===== config.mk =====
export PLATFORM = sky130hd
export DESIGN_NAME = tm_qm_ll
export DESIGN_NICKNAME = d
export VERILOG_FILES = /design/src/rtl/tm_qm_ll.sv
export SDC_FILE = /design/constraint.sdc
export NUM_CORES = 2
export LEC_CHECK = 0
export BUFFER_PORTS_ARGS = -buffer_cell sky130_fd_sc_hd__buf_2
export CAP_MARGIN = 20
export CELL_PAD_IN_SITES_DETAIL_PLACEMENT = 0
export CELL_PAD_IN_SITES_GLOBAL_PLACEMENT = 1
export CORE_MARGIN = 3
export CORE_UTILIZATION = 50
export CTS_BUF_LIST = sky130_fd_sc_hd__clkbuf_8
export DETAILED_ROUTE_END_ITERATION = 8
export PLACE_DENSITY_LB_ADDON = 0.1
export SLEW_MARGIN = 10
export SYNTH_ARGS = -nofsm -noshare
export SYNTH_HDL_FRONTEND = slang
export SYNTH_SLANG_ARGS = --single-unit
export TNS_END_PERCENT = 30

===== constraint.sdc =====
create_clock -name clk -period 4.2 [get_ports clk]
set_input_delay 0.84 -clock clk [delete_from_list [all_inputs] [get_ports clk]]
set_output_delay 0.84 -clock clk [all_outputs]
set_load 0.03 [all_outputs]

===== src/rtl/tm_qm_ll.sv =====
`timescale 1ns/1ps
// Linked-list queue manager: NUM_QUEUES queues share one entry pool, and the
// free list is threaded through the same next-pointer memory and built during INIT.
module tm_qm_ll #(
  parameter int QUEUE_ID_NBITS      = 4,
  parameter int QUEUE_ENTRIES_NBITS = 6,
  parameter int DESC_NBITS          = 32,
  parameter int QUEUE_DEPTH_MAX     = 32
) (
  input  logic                         clk,
  input  logic                         rstn,
  input  logic                         enq_req,
  input  logic [QUEUE_ID_NBITS-1:0]    enq_qid,
  input  logic [DESC_NBITS-1:0]        enq_desc,
  output logic                         enq_ack,
  output logic                         enq_drop,
  input  logic                         deq_req,
  input  logic [QUEUE_ID_NBITS-1:0]    deq_qid,
  output logic                         deq_ack,
  output logic                         deq_empty,
  output logic [DESC_NBITS-1:0]        deq_desc,
  output logic                         init_done,
  output logic [QUEUE_ENTRIES_NBITS:0] free_count
);

  localparam int QW         = QUEUE_ID_NBITS;
  localparam int EW         = QUEUE_ENTRIES_NBITS;
  localparam int CW         = EW + 1;
  localparam int NUM_QUEUES = 2 ** QW;
  localparam int ENTRIES    = 2 ** EW;
  localparam int INIT_N     = (NUM_QUEUES > ENTRIES) ? NUM_QUEUES : ENTRIES;
  localparam int IW         = ((QW > EW) ? QW : EW) + 1;

  localparam logic [IW-1:0] INIT_LAST   = IW'(INIT_N - 1);
  localparam logic [IW-1:0] ENTRIES_I   = IW'(ENTRIES);
  localparam logic [IW-1:0] NUMQ_I      = IW'(NUM_QUEUES);
  localparam logic [CW-1:0] DEPTH_MAX_C = CW'(QUEUE_DEPTH_MAX);
  localparam logic [CW-1:0] ENTRIES_C   = CW'(ENTRIES);

  typedef enum logic [2:0] {
    S_INIT, S_IDLE, S_ENQ_RD, S_ENQ_WR, S_DEQ_RD, S_DEQ_RD2, S_DEQ_WR
  } state_t;

  state_t state, state_nxt;

  logic [IW-1:0]         init_cnt;
  logic [EW-1:0]         free_head, free_tail;
  logic                  last_grant_deq;
  logic [QW-1:0]         cur_qid;

  logic [EW-1:0]         head_mem  [NUM_QUEUES];
  logic [EW-1:0]         tail_mem  [NUM_QUEUES];
  logic [CW-1:0]         depth_mem [NUM_QUEUES];
  logic [EW-1:0]         ll_mem    [ENTRIES];
  logic [DESC_NBITS-1:0] desc_mem  [ENTRIES];

  logic [EW-1:0]         head_rd, tail_rd, ll_rd;
  logic [CW-1:0]         depth_rd;
  logic [DESC_NBITS-1:0] desc_rd;

  logic                  enq_elig, deq_elig, grant_enq, grant_deq, drop;
  logic                  q_re, ent_re;
  logic [EW-1:0]         ent_raddr;
  logic                  head_we, tail_we, depth_we, ll_we, desc_we;
  logic [EW-1:0]         head_wdata, ll_waddr, ll_wdata;
  logic [QW-1:0]         depth_waddr;
  logic [CW-1:0]         depth_wdata;

  // A port whose ack is showing this cycle is still holding req from the old request.
  assign enq_elig = enq_req && !enq_ack;
  assign deq_elig = deq_req && !deq_ack;

  always_ff @(posedge clk or negedge rstn) begin
    if (!rstn) state <= S_INIT;
    else       state <= state_nxt;
  end

  always_comb begin
    state_nxt   = state;
    grant_enq   = 1'b0;
    grant_deq   = 1'b0;
    q_re        = 1'b0;
    ent_re      = 1'b0;
    ent_raddr   = free_head;
    head_we     = 1'b0;
    head_wdata  = free_head;
    tail_we     = 1'b0;
    depth_we    = 1'b0;
    depth_waddr = cur_qid;
    depth_wdata = '0;
    ll_we       = 1'b0;
    ll_waddr    = init_cnt[EW-1:0];
    ll_wdata    = init_cnt[EW-1:0] + EW'(1);
    desc_we     = 1'b0;
    drop        = (depth_rd >= DEPTH_MAX_C) || (free_count == '0);
    case (state)
      S_INIT: begin
        ll_we       = (init_cnt < ENTRIES_I);
        depth_we    = (init_cnt < NUMQ_I);
        depth_waddr = init_cnt[QW-1:0];
        if (init_cnt == INIT_LAST) state_nxt = S_IDLE;
      end
      S_IDLE: begin
        if (enq_elig && deq_elig) begin
          grant_enq = last_grant_deq;
          grant_deq = !last_grant_deq;
        end else begin
          grant_enq = enq_elig;
          grant_deq = deq_elig;
        end
        if (grant_enq)      state_nxt = S_ENQ_RD;
        else if (grant_deq) state_nxt = S_DEQ_RD;
      end
      S_ENQ_RD: begin
        q_re      = 1'b1;
        ent_re    = 1'b1;
        state_nxt = S_ENQ_WR;
      end
      S_ENQ_WR: begin
        if (!drop) begin
          desc_we     = 1'b1;
          head_we     = (depth_rd == '0);
          ll_we       = (depth_rd != '0);
          ll_waddr    = tail_rd;
          ll_wdata    = free_head;
          tail_we     = 1'b1;
          depth_we    = 1'b1;
          depth_wdata = depth_rd + CW'(1);
        end
        state_nxt = S_IDLE;
      end
      S_DEQ_RD: begin
        q_re      = 1'b1;
        state_nxt = S_DEQ_RD2;
      end
      S_DEQ_RD2: begin
        if (depth_rd == '0) begin
          state_nxt = S_IDLE;
        end else begin
          ent_re    = 1'b1;
          ent_raddr = head_rd;
          state_nxt = S_DEQ_WR;
        end
      end
      S_DEQ_WR: begin
        depth_we    = 1'b1;
        depth_wdata = depth_rd - CW'(1);
        head_we     = (depth_rd > CW'(1));
        head_wdata  = ll_rd;
        ll_we       = (free_count != '0);
        ll_waddr    = free_tail;
        ll_wdata    = head_rd;
        state_nxt   = S_IDLE;
      end
      default: state_nxt = S_INIT;
    endcase
  end

  always_ff @(posedge clk or negedge rstn) begin
    if (!rstn) begin
      init_cnt       <= '0;
      init_done      <= 1'b0;
      free_head      <= '0;
      free_tail      <= EW'(ENTRIES - 1);
      free_count     <= '0;
      last_grant_deq <= 1'b1;
      cur_qid        <= '0;
      enq_ack        <= 1'b0;
      enq_drop       <= 1'b0;
      deq_ack        <= 1'b0;
      deq_empty      <= 1'b0;
      deq_desc       <= '0;
    end else begin
      enq_ack <= 1'b0;
      deq_ack <= 1'b0;
      case (state)
        S_INIT: begin
          init_cnt <= init_cnt + IW'(1);
          if (init_cnt == INIT_LAST) begin
            init_done  <= 1'b1;
            free_count <= ENTRIES_C;
          end
        end
        S_IDLE: begin
          if (grant_enq) begin
            cur_qid        <= enq_qid;
            last_grant_deq <= 1'b0;
          end else if (grant_deq) begin
            cur_qid        <= deq_qid;
            last_grant_deq <= 1'b1;
          end
        end
        S_ENQ_WR: begin
          enq_ack  <= 1'b1;
          enq_drop <= drop;
          if (!drop) begin
            free_head  <= ll_rd;
            free_count <= free_count - CW'(1);
          end
        end
        S_DEQ_RD2: begin
          if (depth_rd == '0) begin
            deq_ack   <= 1'b1;
            deq_empty <= 1'b1;
          end
        end
        S_DEQ_WR: begin
          deq_ack   <= 1'b1;
          deq_empty <= 1'b0;
          deq_desc  <= desc_rd;
          // An empty free list has no tail link to extend; the entry becomes the whole list.
          if (free_count == '0) free_head <= head_rd;
          free_tail  <= head_rd;
          free_count <= free_count + CW'(1);
        end
        default: ;
      endcase
    end
  end

  always_ff @(posedge clk) begin
    if (head_we)  head_mem[cur_qid]      <= head_wdata;
    if (tail_we)  tail_mem[cur_qid]      <= free_head;
    if (depth_we) depth_mem[depth_waddr] <= depth_wdata;
    if (ll_we)    ll_mem[ll_waddr]       <= ll_wdata;
    if (desc_we)  desc_mem[free_head]    <= enq_desc;
    if (q_re) begin
      head_rd  <= head_mem[cur_qid];
      tail_rd  <= tail_mem[cur_qid];
      depth_rd <= depth_mem[cur_qid];
    end
    if (ent_re) begin
      ll_rd   <= ll_mem[ent_raddr];
      desc_rd <= desc_mem[ent_raddr];
    end
  end

endmodule


Word level (Yosys, flattened, before mapping)
Memories as Yosys holds them, arrays and structs flattened. A register that Yosys moved wholly into a read port is not among the register bits.
Index checks and enable logic that the tools add are counted.
{"block": "op_classes", "add_sub_neg": 6, "n_lt_le_gt_ge": 4, "n_eq_ne": 12, "muxes": 54, "reduce_logical": 24}
{"op": "$mux 6", "n": 7}
{"op": "$pmux 6 s2", "n": 3}
{"op": "$mux 1", "n": 25}
{"op": "$add 7x1->7 const B", "n": 3}
{"op": "$mux 7", "n": 3}
{"op": "$pmux 7 s3", "n": 1}
{"op": "$pmux 3 s6", "n": 1}
{"op": "$logic_not 7->1", "n": 2}
{"op": "$pmux 7 s2", "n": 1}
{"op": "$reduce_bool 7->1", "n": 2}
{"op": "$sub 7x1->7 const B", "n": 2}
{"op": "$mux 3", "n": 4}
{"op": "$mux 4", "n": 3}
{"op": "$eq 3x3->1 const B", "n": 3}
{"op": "$ne 2x2->1 const B", "n": 4}
{"op": "$pmux 1 s2", "n": 4}
{"op": "$reduce_and 2->1", "n": 4}
{"op": "$eq 7x6->1 const B", "n": 1}
{"op": "$ge 7x6->1 const B", "n": 1}
{"op": "$gt 7x1->1 const B", "n": 1}
{"op": "$lt 7x5->1 const B", "n": 1}
{"op": "$lt 7x7->1 const B", "n": 1}
{"op": "$add 6x1->6 const B", "n": 1}
{"op": "$eq 3x2->1 const B", "n": 2}
{"op": "11 further kinds", "n": 20}
{"block": "word_totals", "ff_bits": 71, "ram_bits": 2736, "inputBits": 44, "elab_cells": 118, "memories": 5}
{"memory": "desc_mem", "words": 64, "word_bits": 32, "read_ports": 1, "rd_ports_with_merged_regs": 1, "wr": 1, "line_no": "55", "rtl": "logic [DESC_NBITS-1:0] desc_mem [ENTRIES];"}
{"memory": "ll_mem", "words": 64, "word_bits": 6, "read_ports": 1, "rd_ports_with_merged_regs": 1, "wr": 1, "line_no": "54", "rtl": "logic [EW-1:0] ll_mem [ENTRIES];"}
{"memory": "depth_mem", "words": 16, "word_bits": 7, "read_ports": 1, "rd_ports_with_merged_regs": 1, "wr": 1, "line_no": "53", "rtl": "logic [CW-1:0] depth_mem [NUM_QUEUES];"}
{"memory": "head_mem", "words": 16, "word_bits": 6, "read_ports": 1, "rd_ports_with_merged_regs": 1, "wr": 1, "line_no": "51", "rtl": "logic [EW-1:0] head_mem [NUM_QUEUES];"}
{"memory": "tail_mem", "words": 16, "word_bits": 6, "read_ports": 1, "rd_ports_with_merged_regs": 1, "wr": 1, "line_no": "52", "rtl": "logic [EW-1:0] tail_mem [NUM_QUEUES];"}

Depth between registers and ports, before layout
{"block": "logic_depth", "ltp_word": 8, "depth_mapped": 14, "depth_no_buf": 11}

Worst setup path after synthesis
No wires, ideal clock.
{"block": "synth_timing", "path_type": "register -> register", "start": "register free_count[3]", "end": "memory ll_mem[0][2] (netlist bit), data pin", "arrival_ns": 3.864, "required_ns": 3.498, "path_slack_ns": -0.366, "path_stages_with_launch": 5, "n_path_buf": 0, "synth_period_minus_slack_ns": 4.566, "cell_sequence": "dfrtp_1 nor4_1 a2111o_1 nand2_1 o21ai_0"}
{"block": "synth_via", "elab_chain_len": 4}
{"item": "start: declaration", "line_no": "23", "rtl": "output logic [QUEUE_ENTRIES_NBITS:0] free_count"}
{"item": "start signal: assignment", "line_no": "198", "rtl": "free_count <= free_count - CW'(1);"}
{"item": "start signal: assignment", "line_no": "214", "rtl": "free_count <= free_count + CW'(1);"}
{"item": "$logic_not 7->1", "line_no": "95", "rtl": "drop = (depth_rd >= DEPTH_MAX_C) || (free_count == '0);"}
{"item": "$logic_or 1x1->1", "line_no": "95"}
{"item": "$mux 6", "line_no": "120", "rtl": "if (!drop) begin"}
{"item": "$pmux 6 s2", "line_no": "96", "rtl": "case (state)"}
{"item": "via ll_wdata[2]", "line_no": "65", "rtl": "logic [EW-1:0] head_wdata, ll_waddr, ll_wdata;"}
{"item": "end: declaration", "line_no": "54"}
The timed path passes the listed nets, and every way through them passes these cells.

Worst setup path after layout
{"block": "layout_timing", "start": "register depth_rd[0], read port of depth_mem", "end": "register ll_rd[2], read port of ll_mem, data pin"}
{"block": "layout_via", "elab_chain_len": 3, "elab_cells_between_ends": 5, "classes_between": "4 x mux; 1 x reduce/logical"}
{"item": "start: declaration", "line_no": "58", "rtl": "logic [CW-1:0] depth_rd;"}
{"item": "$logic_not 7->1 *", "line_no": "137", "rtl": "if (depth_rd == '0) begin"}
{"item": "$mux 1 / $mux 6 (equally long branches)", "line_no": "137"}
{"item": "$pmux 1 s2 / $mux 6 (equally long branches)", "line_no": "96"}
{"item": "end: declaration", "line_no": "57", "rtl": "logic [EW-1:0] head_rd, tail_rd, ll_rd;"}
Mark *: on every way between the ends. The rest lies on a longest branch, timed or not.
A chain may end at the register's enable or synchronous reset.

==> impl_summary.txt <==
----------------------------------------------------
[Place]
  Final HPWL from detailed placement ... 213000 um
  RePlAce Congestion ... 0.828
  Port bufs ... 87
  Post-place instance area ... 122000 sq um

[Floorplan]
  Y dimension of the die ... 484 um
  Die width ... 484 um
  Ports placed on the boundary ... 88
  Standard-cell rows ... 174
  Floorplan die area ... 234000 sq um
  Placeable core area ... 226000 sq um
  Initial Utilization ... 50.5%

[Critical path]
  Type of origin of the critical path ... register
  Arrival time of the worst setup path ... 4.85 ns
  Critical path fanouts, max ... 215
  Category of the critical setup timing path ... register to register
  Req. time, crit path ... 5.00 ns
  Critical Path End Type ... register
  Destination of the worst register-to-register timing path ... ll_rd[2]$_DFFE_PP_
  Cells on worst reg2reg path ... 10
  Worst reg2reg path startpoint ... depth_rd[0]$_DFFE_PN_
  Reg-to-reg slack, setup ... 0.15 ns

[Detailed routing]
  Length of the first detailed-routing pass in iterations ... 6
  First DRT Iteration DRCs ... 9940
  Total via count in the routed design ... 75100
  Via density per instance ... 6.49
  Wire length after detailed routing ... 375000 um
  Routed wire length per instance ... 32.3 um
  Antenna-violating nets left ... 0
  DRC Markers ... 0

[Synthesis]
  Largest family of logic cells by synthesized area ... simple AND/OR/NAND/NOR gates
  Post-synthesis area per instance ... 14.7 sq um
  Biggest area contributors in the synthesized netlist ... sky130_fd_sc_hd__edfxtp_1 (73%), sky130_fd_sc_hd__nand3_1 (6.0%), sky130_fd_sc_hd__o21ai_0 (3.4%)
  Number of warning messages in the yosys log ... 0
  Share of the synthesized area in the top cell type ... 73.5%
  Number of enable-type register cells in the synthesized netlist ... 2793
  Area leader, netlist ... sky130_fd_sc_hd__edfxtp_1
  Sequential area share after synthesis ... 75.0%
  Post-synthesis register bit count ... 2864
  Number of cells produced by synthesis ... 7773
  Post-synth net total ... 7827
  Synthesized-area fraction occupied by ao, oa, aoi and oai cells ... 7.12%
  Async S/R FF share, synth ... 2.48%
  Xor and xnor area share after synthesis ... 0.123%
  Number of distinct standard cells referenced by the synthesized netlist ... 64
  Mapped cell area ... 114000 sq um
  Post-Synth Simple-Gate Area ... 10.6%
  Ys flop type ... sky130_fd_sc_hd__edfxtp_1
  Post-synthesis share of cell area spent on full adders, half adders and majority gates ... 0.116%
  Mux share of post-synthesis cell area ... 4.64%

[Global routing]
  Wire length of the first global-routing pass ... 534000 um
  Number of antenna violations at the first check in global routing ... 24
  Maximum number of pins on one net before global-route repair ... 216
  Total GRT Usage ... 31.5%
  Global route overflow ... 0
  Vias in the first global route ... 72200

[Clock tree]
  Clk sinks ... 2864
  Number of buffers added by the clock tree synthesis step ... 477
  Clock root buffer master ... sky130_fd_sc_hd__clkbuf_8
  Largest buffer count on any clock path ... 4
  CTS-repair resized insts ... 0
  CTS tree ... yes
  Clock insertion delay at the later pin of the skew report ... 1.13 ns
  Hold-fix buffers, CTS ... 10
  Post-CTS setup repair buffer count ... 0
  Number of H-tree levels ... 5
  Clock-pin slew on the worst setup and hold paths ... 0.06 ns

[Timing]
  Final Critical Period ... 4.05 ns
  Relative max-transition margin ... 9.93%
  Part of the cycle the worst path needs ... 96.5%
  Unrepaired setup endpoints after global routing ... no
  Hold Violations, Final ... 0
  Maximum clock skew at final layout ... 0.0691 ns
  F_max ... 247 MHz
  Slew of the pin with the lowest slew margin ... 1.35 ns
  Setup tns final ... 0 ns
  Final count of pins violating max slew ... 0
  Final setup violation count ... 0

[Worst hold path]
  Worst min-delay path class ... input port to register
  Beginning of the worst hold path ... enq_desc[28]
  Min-Delay Endpoint ... desc_mem[54][28]$_DFFE_PP_
  Hold-critical path depth ... 1

[Layout]
  Fill cell total of the finished layout ... 17900
  Total non-filler cell area in the finished layout ... 131000 sq um
  Storage element area ... 85700 sq um
  Ratio of cells with drive above 1 in the final layout ... 15.9%
  Area grow syn2layout ... 14.3%
  Area taken by multi-input logic gates ... 26700 sq um
  Number of nets in the finished design ... 8282

[Status]
  Run status ... completed

[Run]
  Max Cap Violations ... 0

[Power]
  PD cells ... 724 nW/um^2
  Total power ... 94.5 mW
  Leakage power total ... 44.5 nW
  Maximum vdd drop ... 0.803 mV

----------------------------------------------------
## flip-flops by register name, summed over array words and instances, names as in the netlist, 3 cells and up
register,flops
desc_mem,2048
ll_mem,384
depth_mem,112
head_mem,96
tail_mem,96
deq_desc,32
desc_rd,32
depth_rd,7
free_count,7
init_cnt,7
free_head,6
free_tail,6
head_rd,6
ll_rd,6
tail_rd,6
cur_qid,4
state,3
## per-layer routing
layer	global-route usage [%]	routed length (um)	vias up
li1	-	-	31500
met1	46.9	155000	38500
met2	46.8	168000	4415
met3	5.97	38800	689
met4	10.4	12700	8
met5	0	44	-
## power by group
group	leakage [nW]	total [mW]	internal [mW]	switching [mW]
Sequential	26.1	35.1	34.0	1.18
Clock	4.91	22.3	11.3	11.0
Combinational	13.5	37.1	12.4	24.8
## cell usage after synthesis, types with 7 or more instances
library cell / n
sky130_fd_sc_hd__edfxtp_1: 2793
sky130_fd_sc_hd__nand3_1: 1379
sky130_fd_sc_hd__o21ai_0: 778
sky130_fd_sc_hd__clkbuf_1: 503
sky130_fd_sc_hd__nand2_1: 497
sky130_fd_sc_hd__mux2i_1: 311
sky130_fd_sc_hd__nor2_1: 220
sky130_fd_sc_hd__nand4_1: 190
sky130_fd_sc_hd__a31oi_1: 164
sky130_fd_sc_hd__a221oi_1: 160
sky130_fd_sc_hd__and3_1: 156
sky130_fd_sc_hd__a2bb2oi_1: 152
sky130_fd_sc_hd__mux4_2: 95
sky130_fd_sc_hd__dfrtp_1: 64
sky130_fd_sc_hd__buf_2: 57
sky130_fd_sc_hd__buf_1: 43
sky130_fd_sc_hd__a21oi_1: 23
sky130_fd_sc_hd__buf_4: 20
sky130_fd_sc_hd__nor3_1: 18
sky130_fd_sc_hd__inv_1: 15
sky130_fd_sc_hd__xnor2_1: 13
sky130_fd_sc_hd__buf_6: 12
sky130_fd_sc_hd__ha_1: 9
sky130_fd_sc_hd__nand2b_1: 8
sky130_fd_sc_hd__dfstp_2: 7
sky130_fd_sc_hd__or3_1: 7
## worst max-delay path, stage by stage, from the launching register on
cell and delay (ns):
sky130_fd_sc_hd__edfxtp_1 0.50, sky130_fd_sc_hd__inv_1 0.10, sky130_fd_sc_hd__ha_1 0.21, sky130_fd_sc_hd__nor3b_4 0.56
sky130_fd_sc_hd__a21boi_4 0.21, sky130_fd_sc_hd__buf_12 0.25, sky130_fd_sc_hd__o21ai_0 0.50, sky130_fd_sc_hd__nand3_1 0.16
sky130_fd_sc_hd__nand4_1 0.17, sky130_fd_sc_hd__a2bb2oi_1 0.51, sky130_fd_sc_hd__nand4_1 0.16
## layout make-up
| class | count | area share (%) |
|---|---|---|
| Sequential cell | 2864 | 65.6 |
| Clock inverter | 349 | 1.25 |
| Inverter | 15 | 0.0441 |
| Clock buffer | 494 | 5.21 |
| Multi-Input combinational cell | 4259 | 20.4 |
| Antenna cell | 3 | 0.00575 |
| Timing Repair Buffer | 611 | 4.61 |
| Tap cell | 2992 | 2.87 |
## through the flow
| stage | std cells | hold slack, ns | setup slack (ns) | util, % |
|---|---|---|---|---|
| global placement | 10700 | 0.436 | 0.273 | 53.8 |
| CTS | 11600 | 0.139 | 0.309 | 57.6 |
| floorplan | 7773 | 0.415 | 0.386 | - |
| detailed placement | 10700 | 0.433 | 0.308 | 53.8 |
| global route | 11600 | 0.0290 | 0.0688 | 57.8 |
| finish | 11600 | 0.0910 | 0.148 | 57.8 |
## placed cells by master (no fill, tap or decap), drive strengths merged, types with 4 or more instances in the layout
cell type,Yosys,layout
clkbuf,503,494
a31oi,164,164
ha,9,9
a2bb2oi,152,152
clkinvlp,0,7
buf,132,601
nor2b,6,6
a221oi,160,160
and2,4,4
o21ai,779,779
a21o,6,6
nand3b,5,5
clkinv,0,181
nor2,221,221
and3,156,156
dfstp,7,7
inv,15,168
mux2i,312,312
a41oi,4,4
a221o,6,6
bufinv,0,8
a21oi,23,23
edfxtp,2793,2793
mux4,95,95
xnor2,13,13
or3,7,7
nor3,18,18
dfrtp,64,64
nand3,1379,1379
o22ai,4,4
dlygate4sd3,0,10
nand4,190,190
nand2,497,497
nand2b,8,8
## how the worst max path moves through the flow
stage | startpoint | endpoint | slack (ns) | depth (start not counted)
6_report | depth_rd[0]$_DFFE_PN_ | ll_rd[2]$_DFFE_PP_ | 0.15 | 10
3_5_place_dp | depth_rd[0]$_DFFE_PN_ | desc_rd[10]$_DFFE_PP_ | 0.31 | 11
4_1_cts | depth_rd[0]$_DFFE_PN_ | desc_rd[10]$_DFFE_PP_ | 0.31 | 11
3_3_place_gp | depth_rd[0]$_DFFE_PN_ | desc_rd[0]$_DFFE_PP_ | 0.27 | 10
5_1_grt | depth_rd[0]$_DFFE_PN_ | desc_rd[7]$_DFFE_PP_ | 0.07 | 11
2_1_floorplan | free_count[0]$_DFFE_PN0P_ | desc_mem[11][0]$_DFFE_PP_ | 0.39 | 6
## kinds of logic after synthesis
| logic type | after synthesis |
|---|---|
| simple gates | 2503 |
| mux | 410 |
| flops | 2864 |
| buf+inv | 650 |
| compound gates | 1320 |
| xor+xnor | 16 |
| fa+ha+maj | 10 |
Power figures use the tool's default switching activity.
